**src/rtl/sonic_xgmii_pkg.sv**
```systemverilog
// Shared XGMII constants, generator FSM states and lane-index helpers for the
// sonic test-traffic source and its RX checker.
package sonic_xgmii_pkg;

    localparam logic [7:0] XGMII_IDLE     = 8'h07;
    localparam logic [7:0] XGMII_START    = 8'hFB;
    localparam logic [7:0] XGMII_TERM     = 8'hFD;
    localparam logic [7:0] XGMII_PREAMBLE = 8'h55;
    localparam logic [7:0] XGMII_SFD      = 8'hD5;

    localparam logic [8:0] XGMII_IDLE_LANE = 9'h107;

    localparam int LANES  = 8;
    localparam int LANE_W = 9;

    typedef enum logic [2:0] {
        IDLE,
        START,
        DATA,
        TERM,
        IPG
    } state_t;

    function automatic int lane_data_lsb(input int lane);
        return lane * LANE_W;
    endfunction

    function automatic int lane_ctrl_bit(input int lane);
        return lane * LANE_W + 8;
    endfunction

endpackage

```
**src/rtl/sonic_xgmii_lane_pack.sv**
```systemverilog
// Packs a 64-bit data word and 8 per-lane control flags into one 72-bit
// interleaved XGMII column (lane i = {ctrl[i], data[8i+7:8i]}).
module sonic_xgmii_lane_pack
    import sonic_xgmii_pkg::*;
(
    input  logic [63:0] data,
    input  logic [7:0]  ctrl,
    output logic [71:0] column
);

    always_comb begin
        column = '0;
        for (int i = 0; i < LANES; i++) begin
            column[lane_data_lsb(i) +: 8] = data[8*i +: 8];
            column[lane_ctrl_bit(i)]      = ctrl[i];
        end
    end

endmodule

```
**src/rtl/sonic_xgmii_frame_gen.sv**
```systemverilog
// XGMII test-frame generator: back-to-back frames carrying a 32-bit sequence
// number, separated by idle columns, with frame counting and a stop count.
module sonic_xgmii_frame_gen
    import sonic_xgmii_pkg::*;
#(
    parameter int MIN_LEN = 64,
    parameter int MIN_IPG = 12
) (
    input  logic        clk_in,
    input  logic        rst_in,
    input  logic        link_ready,
    input  logic        ctrl_enable,
    input  logic        ctrl_clear,
    input  logic [13:0] ctrl_frame_len,
    input  logic [7:0]  ctrl_ipg,
    input  logic [31:0] ctrl_num_frames,
    output logic [71:0] xgmii_tx_data,
    output logic        busy,
    output logic        done,
    output logic [31:0] frame_count
);

    state_t      state, state_next;
    logic [10:0] data_col, data_col_next;
    logic [5:0]  ipg_cnt, ipg_cnt_next;

    logic [10:0] last_col_q;
    logic [2:0]  rem_q;
    logic [5:0]  ipg_cols_q;
    logic [31:0] seq_q;

    logic        start_ok;
    logic        go_start;
    logic        emit_data;
    logic        emit_term;
    logic        partial;
    logic        terminate;

    logic [13:0] len_eff;
    logic [7:0]  ipg_eff;
    logic [14:0] len_round;
    logic [11:0] len_cols;
    logic [8:0]  ipg_round;

    logic [63:0] col_data;
    logic [7:0]  col_ctrl;
    logic [71:0] col_next;

    logic [31:0] count_next;
    logic        done_next;

    assign start_ok = ctrl_enable && link_ready && !done;

    // Clamped per-frame geometry, sampled only when a frame starts.
    assign len_eff   = (ctrl_frame_len < 14'(MIN_LEN)) ? 14'(MIN_LEN) : ctrl_frame_len;
    assign ipg_eff   = (ctrl_ipg < 8'(MIN_IPG)) ? 8'(MIN_IPG) : ctrl_ipg;
    assign len_round = {1'b0, len_eff} + 15'd7;
    assign len_cols  = len_round[14:3];
    assign ipg_round = {1'b0, ipg_eff} + 9'd7;

    always_comb begin
        // NOTE: every variable gets a default first so no path can infer a latch.
        state_next    = state;
        data_col_next = data_col;
        ipg_cnt_next  = ipg_cnt;
        go_start      = 1'b0;
        emit_data     = 1'b0;
        emit_term     = 1'b0;
        unique case (state)
            IDLE: go_start = start_ok;
            START: begin
                state_next    = DATA;
                data_col_next = '0;
                emit_data     = 1'b1;
            end
            DATA: begin
                if (data_col == last_col_q) begin
                    if (rem_q == 3'd0) begin
                        state_next = TERM;
                        emit_term  = 1'b1;
                    end else begin
                        state_next   = IPG;
                        ipg_cnt_next = ipg_cols_q;
                    end
                end else begin
                    data_col_next = data_col + 11'd1;
                    emit_data     = 1'b1;
                end
            end
            TERM: begin
                state_next   = IPG;
                ipg_cnt_next = ipg_cols_q;
            end
            IPG: begin
                // The last idle column hands straight over to the next START so
                // back-to-back frames lose no extra cycle in IDLE.
                if (ipg_cnt == 6'd1) begin
                    state_next = IDLE;
                    go_start   = start_ok;
                end else begin
                    ipg_cnt_next = ipg_cnt - 6'd1;
                end
            end
            default: state_next = IDLE;
        endcase
        if (go_start) begin
            state_next = START;
        end
    end

    assign partial   = emit_data && (data_col_next == last_col_q) && (rem_q != 3'd0);
    assign terminate = emit_term || partial;

    always_comb begin
        logic [13:0] byte_idx;
        logic [7:0]  lane_byte;
        byte_idx  = '0;
        lane_byte = '0;
        col_data  = {8{XGMII_IDLE}};
        col_ctrl  = 8'hFF;
        if (go_start) begin
            col_data = {XGMII_SFD, {6{XGMII_PREAMBLE}}, XGMII_START};
            col_ctrl = 8'h01;
        end else if (emit_term) begin
            col_data[7:0] = XGMII_TERM;
        end else if (emit_data) begin
            for (int i = 0; i < LANES; i++) begin
                byte_idx = {data_col_next, 3'b000} + 14'(i);
                // Bytes 0..3 carry the little-endian sequence number.
                lane_byte = (byte_idx < 14'd4) ? seq_q[{byte_idx[1:0], 3'b000} +: 8]
                                               : byte_idx[7:0];
                if (partial && (3'(i) == rem_q)) begin
                    col_data[8*i +: 8] = XGMII_TERM;
                    col_ctrl[i]        = 1'b1;
                end else if (partial && (3'(i) > rem_q)) begin
                    col_data[8*i +: 8] = XGMII_IDLE;
                    col_ctrl[i]        = 1'b1;
                end else begin
                    col_data[8*i +: 8] = lane_byte;
                    col_ctrl[i]        = 1'b0;
                end
            end
        end
    end

    always_comb begin
        count_next = frame_count;
        done_next  = done;
        if (terminate) begin
            count_next = frame_count + 32'd1;
            if ((ctrl_num_frames != 32'd0) && (count_next == ctrl_num_frames)) begin
                done_next = 1'b1;
            end
        end
        if (ctrl_clear) begin
            count_next = '0;
            done_next  = 1'b0;
        end
    end

    sonic_xgmii_lane_pack u_lane_pack (
        .data   (col_data),
        .ctrl   (col_ctrl),
        .column (col_next)
    );

    // NOTE: sequential state uses non-blocking assignments only.
    always_ff @(posedge clk_in) begin
        if (rst_in) begin
            state         <= IDLE;
            data_col      <= '0;
            ipg_cnt       <= '0;
            xgmii_tx_data <= {8{XGMII_IDLE_LANE}};
            busy          <= 1'b0;
            done          <= 1'b0;
            frame_count   <= '0;
        end else begin
            state         <= state_next;
            data_col      <= data_col_next;
            ipg_cnt       <= ipg_cnt_next;
            xgmii_tx_data <= col_next;
            busy          <= (state_next != IDLE);
            done          <= done_next;
            frame_count   <= count_next;
        end
    end

    // NOTE: frame-geometry registers carry no reset; they are loaded on every
    // frame start before any state that reads them is entered.
    always_ff @(posedge clk_in) begin
        if (go_start) begin
            last_col_q <= 11'(len_cols - 12'd1);
            rem_q      <= len_eff[2:0];
            ipg_cols_q <= ipg_round[8:3];
            seq_q      <= ctrl_clear ? 32'd0 : frame_count;
        end
    end

endmodule

```
**config.mk**
```make
export PLATFORM = sky130hd
export DESIGN_NAME = sonic_xgmii_frame_gen
export DESIGN_NICKNAME = d
export VERILOG_FILES = /design/src/rtl/sonic_xgmii_pkg.sv /design/src/rtl/sonic_xgmii_lane_pack.sv /design/src/rtl/sonic_xgmii_frame_gen.sv
export SDC_FILE = /design/constraint.sdc
export NUM_CORES = 1
export LEC_CHECK = 0
export CAP_MARGIN = 30
export CORE_MARGIN = 5
export CORE_UTILIZATION = 55
export DETAILED_ROUTE_END_ITERATION = 12
export HOLD_SLACK_MARGIN = 0.15
export PLACE_DENSITY = 0.83
export SLEW_MARGIN = 20
export SYNTH_ARGS = -nofsm -noshare
export SYNTH_HDL_FRONTEND = slang
export SYNTH_HIERARCHICAL = 1
export SYNTH_SLANG_ARGS = --single-unit
```
**constraint.sdc**
```tcl
create_clock -name clk_in -period 4.7 [get_ports clk_in]
set_input_delay 0.47 -clock clk_in [delete_from_list [all_inputs] [get_ports clk_in]]
set_output_delay 0.47 -clock clk_in [all_outputs]
set_load 0.05 [all_outputs]
```
After elaboration in Yosys (flattened, before gate mapping). Index checks and enable logic that the tools add are counted.

Register bits after elaboration: 178. Input port bits: 59. Output and inout port bits: 106. Word-level logic and storage cells: 189.

Add/sub/neg operators: 13. $lt $le $gt $ge: 18. Equal/unequal tests: 18. Shift operators: 7. Multiplexer cells: 67. Bitwise operators: 1. Reductions and logical operators: 43.

Operator list (number): 8-bit two-way mux (29); 32-bit by 6-bit variable part select with 8-bit output (7); 64-bit two-way mux (2); 14-bit by 3-bit less-than comparator with 1-bit output, second input constant (8); 14-bit by 3-bit adder with 14-bit output, second input constant (5); 56-bit two-way mux (1); 6-bit OR reduction (8); 32-bit by 1-bit adder with 32-bit output, second input constant (1); 32-bit equality test (1); 32-bit nonzero test (1); 14-bit by 2-bit adder with 14-bit output, second input constant (2); 11-bit equality test (2); 11-bit case mux with 2 select lines (1); 1-bit logical AND (21); 1-bit two-way mux (21); 6-bit two-way mux (3); 6-bit case mux with 3 select lines (1); 3-bit case mux with 5 select lines (1); 14-bit by 1-bit adder with 14-bit output, second input constant (1); 14-bit by 7-bit less-than comparator with 1-bit output, second input constant (1); 14-bit two-way mux (1); 3-bit equality test, first input constant (4); 3-bit > comparator, first input constant (4); 3-bit two-way mux (4); 26 further kinds (37).

Depth between registers and ports, before layout. Gate-level depths: netlist of the first run.

Word-level depth: 12. Mapped depth: 16. Mapped depth without buffers: 12.

By module. Netlist of the first run, hierarchy kept.

By module, submodules not included: sonic_xgmii_frame_gen (instances 1, cells an instance 1179, area an instance 9984.6 sq um, sequential area each 4083.9 sq um); sonic_xgmii_lane_pack (instances 1, cells an instance 72, area an instance 540.5 sq um, sequential area each 0.0 sq um).

Least setup slack after synthesis of the first run. No wires, ideal clock.

Path type: register to register. From: reg last_col_q[6]. To: reg xgmii_tx_data[19]. Library setup time: 0.123 ns. Arrival: 3.518 ns. Required time: 4.577 ns. Path slack: 1.059 ns. Stages on the path, launching flop included: 12. Buffers on the path: 1. Period minus slack after synthesis: 3.641 ns. Path through: edfxtp_1 -> xnor2_1 -> nand3_1 -> or4_1 -> and3_1 -> xnor2_1 -> a2111oi_4 -> nand4_2 -> or4b_4 -> o211a_1 -> buf_4 -> or2_2.

Word-level cells in the longest chain between the ends: 12. Elaborated cells on any way between the ends: 20. Those cells by class: 1 x add/sub; 1 x order compare; 2 x eq/ne; 12 x mux; 4 x reduce/logical.

RTL lines: from (decl) (line sonic_xgmii_frame_gen.sv:27) `logic [10:0] last_col_q;`; from (signal assigned) (line sonic_xgmii_frame_gen.sv:192) `last_col_q <= 11'(len_cols - 12'd1);`; parallel branches: the longest is 10 deep, another holds 14-bit by 2-bit adder with 14-bit output; 56-bit two-way mux * (line sonic_xgmii_frame_gen.sv:124) `end else if (emit_term) begin`; 64-bit two-way mux * (line sonic_xgmii_frame_gen.sv:121) `if (go_start) begin`; named net col_data[17] (line sonic_xgmii_frame_gen.sv:45) `logic [63:0] col_data;`; to (signal assigned) (line sonic_xgmii_frame_gen.sv:173) `xgmii_tx_data <= {8{XGMII_IDLE_LANE}};`; to (signal assigned) (line sonic_xgmii_frame_gen.sv:181) `xgmii_tx_data <= col_next;`; to (decl) (line sonic_xgmii_frame_gen.sv:17) `output logic [71:0] xgmii_tx_data,`.

Mark *: on every way through the listed nets, which the timed path passes. A chain may end at the register's enable or synchronous reset.

Worst setup path in the final report of the first run.
From: reg state[0]. To: reg xgmii_tx_data[6].

Word-level cells in the longest chain between the ends: 11. Elaborated cells on any way between the ends: 20. Those cells by class: 1 x order compare; 4 x eq/ne; 10 x mux; 5 x reduce/logical.

RTL lines: from (decl) (line sonic_xgmii_frame_gen.sv:23) `state_t state, state_next;`; from (signal assigned) (line sonic_xgmii_frame_gen.sv:178) `state <= state_next;`; parallel branches: the longest is 10 deep, another holds 14-bit by 3-bit less-than comparator with 1-bit output; 64-bit two-way mux * (line sonic_xgmii_frame_gen.sv:121); named net col_data[6] (line sonic_xgmii_frame_gen.sv:45).

Marked as above.

==> results of run 1 <==
## kinds of logic (layout without fill, tap and decap cells)
group,Yosys count,after routing,share of synthesized area
buffers and inverters,180,241,0.0913
other,1,6,0.000356
multiplexers,6,6,0.00594
flip-flops,178,178,0.388
XOR/XNOR,80,80,0.0687
AO/OA/AOI/OAI,225,225,0.141
adder cells (fa/ha/maj),5,5,0.00594
AND/OR/NAND/NOR,576,576,0.299
## power by group
part	switching (W)	internal (W)	leakage [nW]
Combinational	0.000301	0.000191	2.67
Sequential	0.0000273	0.00163	1.52
Clock	0.000658	0.000722	0.288
## registers in the layout (all words and copies together), names as in the netlist
name	count
busy	1
data_col	11
done	1
frame_count	32
ipg_cnt	6
ipg_cols_q	6
last_col_q	11
rem_q	3
seq_q	32
state	3
xgmii_tx_data	72
## stage by stage
step,util,hold slack (ns),power [W],cell area [um^2]
CTS,0.659,0.498,0.00354,12400
finish,0.659,0.501,0.00353,12400
floorplan,-,0.460,0.00205,10500
global placement,0.628,0.475,0.00218,11800
global route,0.659,0.516,0.00364,12400
detailed placement,0.628,0.489,0.00218,11800
## Yosys cell counts (all sizes together) (9+ instances only)
master | count | area [um^2]
a211o | 20 | 175
a21o | 9 | 67.6
a21oi | 52 | 260
and2 | 18 | 113
and3 | 28 | 175
buf | 85 | 604
clkbuf | 71 | 267
dfxtp | 126 | 2520
edfxtp | 52 | 1560
inv | 24 | 90.1
nand2 | 121 | 454
nand2b | 15 | 93.8
nand3 | 51 | 255
nand4 | 56 | 369
nor2 | 60 | 225
nor2b | 75 | 469
nor3 | 41 | 221
nor4 | 24 | 150
o211ai | 14 | 105
o21ai | 75 | 375
or2 | 42 | 263
or3 | 15 | 93.8
xnor2 | 52 | 478
xor2 | 28 | 245
## routing by layer
metal  vias to the layer above  GRT usage
met3                        60     0.0594
met4                         2     0.0813
met5                         -          0
met1                      4329      0.361
li1                       4486          -
met2                       533      0.401
## worst max-delay path by stage
stage / cells after the start / to / from / slack, ns
after global placement: 13 / xgmii_tx_data[15] / state[0] / 0.73
after global routing: 13 / xgmii_tx_data[6] / state[0] / 0.20
after floorplan: 11 / xgmii_tx_data[19] / last_col_q[6] / 1.06
after CTS: 13 / xgmii_tx_data[6] / state[0] / 0.70
final: 13 / xgmii_tx_data[6] / state[0] / 0.58
after detailed placement: 13 / xgmii_tx_data[6] / state[0] / 0.74
## layout make-up
cell class | instances | area (um^2) | area share
sequential | 178 | 4080 | 0.330
inverter | 24 | 90.1 | 0.00729
tap | 234 | 293 | 0.0237
timing repair buffer | 185 | 1800 | 0.146
multi-input combinational | 898 | 5510 | 0.446
clock buffer | 18 | 439 | 0.0355
clock inverter | 14 | 139 | 0.0112
## tightest hold or removal path, stage by stage (launching register included)
cell and delay (ns):
dfxtp_1 0.33, inv_1 0.06, a221oi_1 0.06
==> results.yml, run 1 <==
finish:
  final_common_cell: "clkdlybuf4s50_1"
  n_fill_cell: 1556
  layout-drive-gt1-share: 0.0904
  synthToLayoutAreaGrowth_pct: 17.4
  fin_nets: 1368
  final_cell_mix: "clkdlybuf4s50_1 (163), dfxtp_1 (126), nand2_1 (121)"
  n_antenna_cell: 0
  instances_no_fill: 1551
global_route:
  grt_max_degree: 92
  grt_pass1_wl_mm: 46.0
  antenna_found_initial: 1
  grtUsageTotal: 0.259
  first_global_vias: 8684
  grt-ovfl-total: 0
detailed_routing:
  wl_met1_mm: 12.3
  dr.pass1.iters: 6
  drt-initial-drc-count: 1012
  wl_mm: 28.8
  drtAntennaViolNets: 0
  vias: 9410
  highest_layer: "met5"
  drt_drc_violations_left: 0
  viasPerCell: 6.07
  wl_per_cell_um: 18.6
  routed-wl-met3_mm: 2.88
  met2RoutedLength_mm: 12.9
yosys:
  ys_warn_count: 6
  ys_ff_latch: 178
  syn_area_um2: 10500
  synth-edff-count: 52
  syn_area_per_cell_um2: 8.41
  synthCells: 1251
  ys_seq_area_frac: 0.388
  yosysUniqueCellTypes: 76
  synth_ff_type: "dfxtp_1"
  synthArstFlopShare: 0
worst_setup_path:
  reg2reg_slack_ns: 0.58
  critPathKind: "reg -> reg"
  cpMaxStageDelayCell: "or3b_1"
  cp_num_buf_inv: 3
  crit_chain: "or3b_1, nand2_1, a21boi_2, buf_4, inv_2, buf_4, a21oi_1, o311a_1, nand4_1, nor4_1, a21oi_1, o21ai_0, nor2b_1"
  start_kind: "flop"
  crit_required_ns: 5.06
  r2r-end: "xgmii_tx_data[6]"
  cp.arrival_ns: 4.48
  rr_worst_depth: 13
  critPathMaxStageDelay_ns: 0.65
  r2r_start: "state[0]"
  crit_path_end_kind: "flop"
  crit_fanout: 25
  cp_top_family: "simple AND/OR/NAND/NOR gates"
clocking:
  cts.clk_slew.worst_paths_ns: 0.07
  cts_tree: "yes"
  cts_resized: 0
  numCtsBuffers: 17
  clock_path_buffers: 2
  numClockSinks: 178
  clk-insertion-delay-late_ns: 0.44
  cts_setup_buffers: 0
  htreeDepth: 4
  hold_buffers: 0
  ctsRootBufferMaster: "clkbuf_16"
floorplanning:
  die-height_um: 148
  core_area_um2: 18800
  die_x_um: 148
  dieArea_um2: 22000
  io_pins: 165
  rows: 50
  start_util: 0.561
placed_design:
  dp.cells: 1519
  hpwl_mm: 21.1
  portBuffers: 164
  place_ws_ns: 0.740
  routabilityCongestion: 0.917
sta:
  slew_headroom: 0.372
  fin_crit_ns: 4.12
  fmax_ghz: 0.243
  worst_pin_slew_ns: 0.936
  tns_ns: 0
  finClkSkew_ns: 0.0111
  final_max_slew_viol_count: 0
  fin_crit_sh: 0.877
  finalHoldViolations: 0
  finalSetupViolCount: 0
  grt_setup_unrepaired: "false"
  postLayoutSetupSlackWorst_ns: 0.578
worst_hold_path:
  hold_end: "ipg_cnt[5]"
  holdCritPathClass: "reg -> reg"
  hold_depth: 2
  hp-start: "ipg_cnt[5]"
pwr:
  power_density_nw_per_um2: 286
  leakagePower_nw: 4.47
  ir_drop_mv: 0.237
flow_run:
  maxCapViolations: 0
outcome:
  status: "finished, final reports clean"
Note: power is estimated with default switching activity, not from simulation.
==> inputs of run 2 (changes only) <==
--- a/config.mk
+++ b/config.mk
@@ -6,8 +6,10 @@
 export NUM_CORES = 1
 export LEC_CHECK = 0
 export CAP_MARGIN = 30
+export CELL_PAD_IN_SITES_DETAIL_PLACEMENT = 0
+export CELL_PAD_IN_SITES_GLOBAL_PLACEMENT = 1
 export CORE_MARGIN = 5
-export CORE_UTILIZATION = 55
+export CORE_UTILIZATION = 41
 export DETAILED_ROUTE_END_ITERATION = 12
 export HOLD_SLACK_MARGIN = 0.15
 export PLACE_DENSITY = 0.83
==> run 2 against run 1 <==
Net effect:
- via count down 2.6%
- utilization down 16 points
- register-to-register slack better by 0.05 ns
- non-clock buffer count up 7
- critical endpoint is now xgmii_tx_data[19]
- largest cell class unchanged
- largest power group unchanged
==> results.yml, run 2 (synthesis gave the netlist of run 1 again) <==
outcome:
  status: "finished, final reports clean"
global_route:
  first_global_vias: 8554
  antenna_found_initial: 0
  grt_pass1_wl_mm: 49.1
  grt-ovfl-total: 0
  grt_max_degree: 92
  grtUsageTotal: 0.212
placed_design:
  routabilityCongestion: 0.897
  hpwl_mm: 23.1
  portBuffers: 164
sta:
  finClkSkew_ns: 0.0199
  tns_ns: 0
  fin_crit_ns: 4.07
  grt_setup_unrepaired: "false"
  finalSetupViolCount: 0
  whs_ns: 0.499
  final_max_slew_viol_count: 0
  fin_crit_sh: 0.866
  worst_pin_slew_ns: 0.867
  finalHoldViolations: 0
  fmax_ghz: 0.246
  slew_headroom: 0.422
clocking:
  clk-insertion-delay-late_ns: 0.43
  numClockSinks: 178
  cts_tree: "yes"
  htreeDepth: 4
  hold_buffers: 0
  ctsRootBufferMaster: "clkbuf_16"
  cts_setup_buffers: 0
  cts.clk_slew.worst_paths_ns: 0.07
  cts_resized: 0
  numCtsBuffers: 17
  clock_path_buffers: 2
finish:
  largest_registers: "xgmii_tx_data x72, frame_count x32, seq_q x32"
  n_fill_cell: 2445
  layout-drive-gt1-share: 0.0929
  fin_nets: 1375
  seqCellArea_um2: 4080
  regMostFlops: "xgmii_tx_data"
  final_common_cell: "clkdlybuf4s50_1"
  final_cell_mix: "clkdlybuf4s50_1 (163), dfxtp_1 (126), nand2_1 (121)"
  synthToLayoutAreaGrowth_pct: 18.7
  largest_reg_flops: 72
  n_antenna_cell: 0
  multiInputGateArea_um2: 5510
floorplanning:
  core_area_um2: 25300
  die-height_um: 170
  die_x_um: 170
  io_pins: 165
  dieArea_um2: 29000
  start_util: 0.417
  rows: 58
detailed_routing:
  viasPerCell: 5.54
  wl_per_cell_um: 18.6
  drt-initial-drc-count: 749
  dr.pass1.iters: 4
  drt_drc_violations_left: 0
  drtAntennaViolNets: 0
  vias: 9166
  wl_mm: 30.8
worst_setup_path:
  reg2reg_slack_ns: 0.63
  crit_required_ns: 5.01
  crit_path_end_kind: "flop"
  startpoint: "last_col_q[7]"
  critPathKind: "reg -> reg"
  crit_fanout: 10
  r2r_start: "last_col_q[7]"
  start_kind: "flop"
  rr_worst_depth: 10
  cp.arrival_ns: 4.38
flow_run:
  maxCapViolations: 0
pwr:
  ir_drop_mv: 0.219
  fin_total_pwr_w: 0.00350
  power_density_nw_per_um2: 280
  leakagePower_nw: 4.48
worst_hold_path:
  hold_depth: 2
  holdCritPathClass: "reg -> reg"
  hp-start: "ipg_cnt[5]"
==> run 2: cell types whose count changed in the layout (fill, tap and decap cells not counted), moves of 2 or more <==
cell / delta
inv_8: -4
clkbuf_1: +2
buf_4: +9
clkinvlp_4: +2
==> run 2: per-layer routing <==
layer | routed length [um] | global-route usage | vias up
met4 | 729 | 0.0674 | 0
met1 | 14600 | 0.312 | 4283
met2 | 13500 | 0.315 | 359
met5 | 0 | 0 | -
li1 | - | - | 4480
met3 | 2010 | 0.0367 | 44
==> run 2: final cells by class <==
class                           instances  area share
Multi-Input combinational cell        898       0.441
Sequential cell                       178       0.327
Timing Repair Buffer                  192       0.148
Clock buffer                           21      0.0369
Tap cell                              330      0.0330
Clock inverter                         11     0.00751
Inverter                               24     0.00721
==> run 2: critical path, cell delays in order, from the launching register on <==
cell and delay, ns:
edfxtp_1 0.41, xnor2_1 0.23, nand3_1 0.33, nor3_4 0.53
o311ai_0 0.29, and3_1 0.25, nor4b_2 0.63, nand4_2 0.24
or4b_4 0.61, o211a_1 0.15, or2_2 0.27
==> run 2: stage by stage <==
| stage | util | std cells | worst slack [ns] | instance area (um^2) |
|---|---|---|---|---|
| after floorplan | - | 1256 | 1.06 | 10500 |
| after detailed placement | 0.473 | 1622 | 0.621 | 11900 |
| final | 0.495 | 1654 | 0.631 | 12500 |
| after global routing | 0.495 | 1654 | 0.455 | 12500 |
| after global placement | 0.473 | 1622 | 0.725 | 11900 |
| after CTS | 0.495 | 1654 | 0.623 | 12500 |
==> run 2: final timing paths <==
| path | endpoint |
|---|---|
| setup / recovery | xgmii_tx_data[19] |
| hold / removal | ipg_cnt[5] |
| hold reg to reg | ipg_cnt[5] |
| setup reg to reg | xgmii_tx_data[19] |
==> run 2: where the power goes <==
| part | internal, W | switching (W) | leakage (nW) |
|---|---|---|---|
| Clock | 0.000718 | 0.000625 | 0.267 |
| Combinational | 0.000192 | 0.000302 | 2.70 |
| Sequential | 0.00163 | 0.0000277 | 1.52 |
